===== config.mk =====
export PLATFORM = sky130hd
export DESIGN_NAME = hdmi_packet_scheduler
export DESIGN_NICKNAME = d
export VERILOG_FILES = /design/src/rtl/hdmi_packet_pkg.sv /design/src/rtl/audio_sample_fifo.sv /design/src/rtl/hdmi_packet_scheduler.sv
export SDC_FILE = /design/constraint.sdc
export NUM_CORES = 1
export LEC_CHECK = 0
export ABC_CLOCK_PERIOD_IN_PS = 2400
export CAP_MARGIN = 0
export CORE_MARGIN = 2
export CORE_UTILIZATION = 55
export CTS_CLUSTER_DIAMETER = 150
export DETAILED_ROUTE_END_ITERATION = 12
export PLACE_DENSITY = 0.92
export SYNTH_ARGS = -nofsm -noshare
export SYNTH_HDL_FRONTEND = slang
export SYNTH_SLANG_ARGS = --single-unit

===== constraint.sdc =====
create_clock -name clk_pixel -period 2.4 [get_ports clk_pixel]
set_input_delay 0.48 -clock clk_pixel [delete_from_list [all_inputs] [get_ports clk_pixel]]
set_output_delay 0.48 -clock clk_pixel [all_outputs]
set_load 0.005 [all_outputs]

===== src/rtl/hdmi_packet_pkg.sv =====
// Shared packet-type encodings and audio sample types for the HDMI data-island scheduler.
package hdmi_packet_pkg;

  typedef enum logic [7:0] {
    PKT_NULL         = 8'd0,
    PKT_ACR          = 8'd1,
    PKT_AUDIO_SAMPLE = 8'd2
  } pkt_type_t;

  // Widest L-PCM sample the hdmi core accepts; per-instance pairs use AUDIO_BIT_WIDTH.
  localparam int unsigned AUDIO_MAX_WIDTH = 24;
  typedef logic [1:0][AUDIO_MAX_WIDTH-1:0] audio_pair_t;

endpackage


===== src/rtl/audio_sample_fifo.sv =====
// Single-clock FIFO with first-word fall-through head and an explicit occupancy counter.
module audio_sample_fifo #(
  parameter int unsigned WIDTH = 32,
  parameter int unsigned DEPTH = 4
) (
  input  logic                     clk,
  input  logic                     reset_n,
  input  logic                     push,
  input  logic                     pop,
  input  logic [WIDTH-1:0]         din,
  output logic [WIDTH-1:0]         head,
  output logic                     full,
  output logic                     empty,
  output logic [$clog2(DEPTH):0]   level
);

  localparam int unsigned PW = $clog2(DEPTH);
  localparam int unsigned LW = PW + 1;

  logic [WIDTH-1:0] mem [DEPTH];
  logic [PW-1:0]    wr_ptr;
  logic [PW-1:0]    rd_ptr;
  logic             do_push;
  logic             do_pop;

  assign empty   = (level == '0);
  assign full    = (level == LW'(DEPTH));
  assign do_pop  = pop && !empty;
  // A pop on the same edge frees the slot, so a push into a full FIFO still lands.
  assign do_push = push && (!full || do_pop);
  assign head    = mem[rd_ptr];

  always_ff @(posedge clk) begin
    if (!reset_n) begin
      wr_ptr <= '0;
      rd_ptr <= '0;
      level  <= '0;
    end else begin
      if (do_push) wr_ptr <= wr_ptr + PW'(1);
      if (do_pop)  rd_ptr <= rd_ptr + PW'(1);
      case ({do_push, do_pop})
        2'b10:   level <= level + LW'(1);
        2'b01:   level <= level - LW'(1);
        default: level <= level;
      endcase
    end
  end

  always_ff @(posedge clk) begin
    if (do_push) mem[wr_ptr] <= din;
  end

endmodule


===== src/rtl/hdmi_packet_scheduler.sv =====
// Picks the data-island packet for each hdmi slot: ACR first, then buffered audio, else Null.
module hdmi_packet_scheduler
  import hdmi_packet_pkg::*;
#(
  parameter int unsigned AUDIO_BIT_WIDTH = 16,
  parameter int unsigned FIFO_DEPTH      = 4,
  parameter int unsigned ACR_PERIOD      = 25200
) (
  input  logic                           clk_pixel,
  input  logic                           reset_n,
  input  logic                           audio_valid,
  input  logic [AUDIO_BIT_WIDTH-1:0]     audio_in [1:0],
  input  logic                           packet_enable,
  output logic [7:0]                     packet_type,
  output logic [AUDIO_BIT_WIDTH-1:0]     audio_sample_word [1:0],
  output logic [$clog2(FIFO_DEPTH):0]    fifo_level,
  output logic                           overflow
);

  localparam int unsigned CW = $clog2(ACR_PERIOD);
  localparam logic [CW-1:0] ACR_LAST = CW'(ACR_PERIOD - 1);
  localparam int unsigned PAIR_W = 2 * AUDIO_BIT_WIDTH;

  logic [CW-1:0]     acr_cnt;
  logic              acr_pending;
  logic              acr_wrap;
  pkt_type_t         sel;
  logic              fifo_full;
  logic              fifo_empty;
  logic              pop;
  logic              consume_acr;
  logic [PAIR_W-1:0] fifo_din;
  logic [PAIR_W-1:0] fifo_head;

  assign fifo_din = {audio_in[1], audio_in[0]};

  audio_sample_fifo #(
    .WIDTH (PAIR_W),
    .DEPTH (FIFO_DEPTH)
  ) u_fifo (
    .clk     (clk_pixel),
    .reset_n (reset_n),
    .push    (audio_valid),
    .pop     (pop),
    .din     (fifo_din),
    .head    (fifo_head),
    .full    (fifo_full),
    .empty   (fifo_empty),
    .level   (fifo_level)
  );

  always_comb begin
    sel = PKT_NULL;
    if (acr_pending)      sel = PKT_ACR;
    else if (!fifo_empty) sel = PKT_AUDIO_SAMPLE;
  end

  assign packet_type = sel;
  assign acr_wrap    = (acr_cnt == ACR_LAST);
  assign consume_acr = packet_enable && (sel == PKT_ACR);
  assign pop         = packet_enable && (sel == PKT_AUDIO_SAMPLE);

  always_comb begin
    audio_sample_word[0] = '0;
    audio_sample_word[1] = '0;
    if (!fifo_empty) begin
      audio_sample_word[0] = fifo_head[AUDIO_BIT_WIDTH-1:0];
      audio_sample_word[1] = fifo_head[PAIR_W-1:AUDIO_BIT_WIDTH];
    end
  end

  always_ff @(posedge clk_pixel) begin
    if (!reset_n) begin
      acr_cnt     <= '0;
      acr_pending <= 1'b1;
      overflow    <= 1'b0;
    end else begin
      acr_cnt <= acr_wrap ? '0 : acr_cnt + CW'(1);
      // A fresh request outranks a consume landing on the same edge.
      if (acr_wrap)         acr_pending <= 1'b1;
      else if (consume_acr) acr_pending <= 1'b0;
      if (audio_valid && fifo_full && !pop) overflow <= 1'b1;
    end
  end

endmodule


==> summary.md <==
| Metric | Value |
|---|---|
| Nets | a little over 500 |
| Lkg Pwr | about 2.9 nW |
| Clock Latency Late Sink | between 0.5 and 0.6 ns |
| Worst path max stage delay | around 0.51 ns |
| DRC errors left | 0 |
| Initial DRT Pass Iterations | 4 |
| Drt initial violations | between 200 and 250 |
| Core Util, Final | 74.4% |
| Final period utilization | 106% |
| Max Root-Sink Buffers | 2 |
| Final TNS setup | -2.02 ns |
| Area leader, netlist | edfxtp_1 |
| Delay-heaviest family, CP | multiplexers |
| Worst hold slack | about 0.47 ns |
| Synth async-reset ratio | 0% |
| Crit path time final | about 2.5 ns |
| Final instance area | about 0.0081 mm^2 |
| Final-report hold violation count | 0 |
| Core Region | between 0.01 and 0.015 mm^2 |
| Max-Cap Viols | 0 |
| Area Overhead vs Synth | 32.2% |
| Number of cells on the critical path | 6 |
| IO Count | 80 |
| Crit Path Class | reg2out |
| WP data arrival | approximately 2.1 ns |
| WL/cell | 22.9 um |
| Final Skew | 0.00961 ns |
| Synth Register Bits | ~150 |
| Status | finished with violations |
| Share of Yosys cell area claimed by the top area cell type | between 60 and 70% |
| Global-route wire length before repair | between 20000 and 25000 um |
| Worst setup margin | -0.146 ns |
| CP endpoint kind | primary output |
| Post-synthesis sequential area ratio | ~72% |
| H-Tree Depth | 4 |
| Netlist cell types | 41 |
| Detail Route Antenna Nets | 0 |
| Num CTS Buffers | 17 |
| Row cnt | 38 |
| Gpl congestion | between 0.7 and 0.8 |
| Root buffer cell | clkbuf_8 |
| Reg-to-Reg Start | acr_pending |
| Setup-failing EPs final | 27 |
| Cells on worst reg2reg path | 9 |
| Die width | 109 um |
| Commonest non-fill, non-tap cell in the layout | edfxtp_1 |
| Total grt overflow | 0 |
| Final HPWL DP | around 7500 um |
| Area after DPL | slightly above 0.007 mm^2 |
| CTS tree | built |
| Vias per Instance | 5.67 |
| Mapped Area | between 0.006 and 0.007 mm^2 |
| CTS Sinks | roughly 150 |
| Hold Path Class | reg2reg |
| Total Die Area | between 0.01 and 0.015 mm^2 |
| Via count | 3476 |
| ANT cells | 0 |
| Vias in the first global route | ~3600 |
| Initial Util | 56.2% |
| Startpoint types | register |
| Max Clk Rate | 393 MHz |
| Clock transition at the registers of the reported paths | about 0.060 ns |
| Top post-synthesis cells by area | edfxtp_1 63%, mux4_2 12%, dfxtp_1 8.5% |
| Finished Layout Cells | between 600 and 700 |
| CP max stage cell | mux4_2 |
| CP bufs+invs | 4 |
| Placed Cells | ~560 |
| Die H | between 100 and 150 um |
| Maximum VDD drop | around 0.53 mV |
| Tightest slew margin relative to the limit | around 57% |
| DP Worst Slack | -0.184 ns |
| Critical Path Sink | audio_sample_word[25] |
| Layout cells sized above 1 | 37.4% |
| Syn Inst Count | 340 |
| Number of port buffers | 73 |
| Tightest Pin Transition | approximately 0.64 ns |
| Synth Flop Type | edfxtp_1 |
| Post-Route WL | roughly 14000 um |
| Synth Area per Inst | around 18 um^2 |
| GRT Util Overall | 24.8% |
| Crit path cell chain | buf_6 -> buf_12 -> buf_8 -> mux4_2 -> nor2b_4 -> buf_2 |
| RSZ-0062 raised after global routing | yes |
| Largest net degree at the start of global routing | 24 |
| Req. time, crit path | 1.92 ns |
| Initial antenna violation count | 0 |
| R2R Path End | u_fifo.level[2] |
| Commonest cells after routing, fill and taps aside | 128 x edfxtp_1, 41 x clkdlybuf4s50_1, 32 x mux4_2 |
| Synth warn | 0 |
| Number of synthesized flops with an enable pin | ~130 |
| Count of final max-slew check failures | 0 |
| Hold_buf cts | 0 |
| R2R Setup Slk | approximately 0.30 ns |
| Max FO, Critical Path | 6 |
| Failing checks | setup timing |
| Total power | 6.68 mW |
| Pwr per Cell Area | just over 800 mW/mm^2 |
## state kept, by name, summed over array words and instances (netlist names), named ones only
register and cells:
u_fifo.level 3, acr_cnt 15, u_fifo.wr_ptr 2, acr_pending 1, overflow 1, u_fifo.mem 128
u_fifo.rd_ptr 2
## what timing repair did
action                                  CTS  global route
buffers inserted                         21             0
gates resized for setup                 166            29
cloned                                    3             0
pin swaps                                 1             1
endpoints found under the setup margin   33            33
## worst min path at each step
stage,end,depth (start not counted),from
2_1_floorplan,acr_cnt[0],1,acr_cnt[0]
3_3_place_gp,acr_cnt[0],1,acr_cnt[0]
3_5_place_dp,acr_cnt[0],1,acr_cnt[0]
4_1_cts,acr_cnt[0],1,acr_cnt[0]
5_1_grt,acr_cnt[0],1,acr_cnt[0]
6_report,acr_cnt[0],1,acr_cnt[0]
## area by class of cell
type                            instances  area, um^2
Timing Repair Buffer                  115        1140
Tap cell                              140         175
Fill cell                             565        2780
Sequential cell                       154        4380
Multi-Input combinational cell        163        1780
Clock inverter                         15         139
Inverter                                9        33.8
Clock buffer                           17         414
## cells in the mapped netlist (2+ instances only)
cell type	n
nor3b_1	2
inv_1	9
a21oi_1	2
nor2_1	19
clkbuf_1	3
nand2_1	4
or3_1	2
dfxtp_1	26
and2_1	10
mux4_2	32
ha_1	6
buf_2	2
o21ai_0	3
and3_1	2
nand4_1	2
xor2_1	8
buf_1	3
edfxtp_1	128
xnor2_1	8
buf_4	11
nand3_2	2
nor2b_1	34
nand3_1	4
## report_power, final
group | internal (mW) | switching (mW) | total, mW | leakage (nW)
Sequential | 3.05 | 0.0650 | 3.11 | 1.39
Combinational | 0.574 | 0.501 | 1.08 | 1.22
Clock | 1.39 | 1.10 | 2.49 | 0.260
Total | 5.01 | 1.67 | 6.68 | 2.87
## kinds of logic (layout without fill, tap and decap cells)
group	after synthesis	after routing	synth area share (%)
buffers and inverters	28	156	2.44
and+or+nand+nor	90	90	8.80
xor gates and xnor gates	16	16	2.30
adders and majority gates	7	7	1.56
AOI/OAI and AO/OA	11	11	1.27
DFF	154	154	71.6
other	1	6	0.0615
muxes	33	33	12.0
## per-layer routing
layer	GRT usage, %	vias up	part of all wire [%]
li1	-	1520	-
met1	27.8	1775	37
met2	44.4	153	55
met3	6.94	28	6.4
met4	10.4	0	2.2
met5	0	-	0
Power figures use the tool's default switching activity.
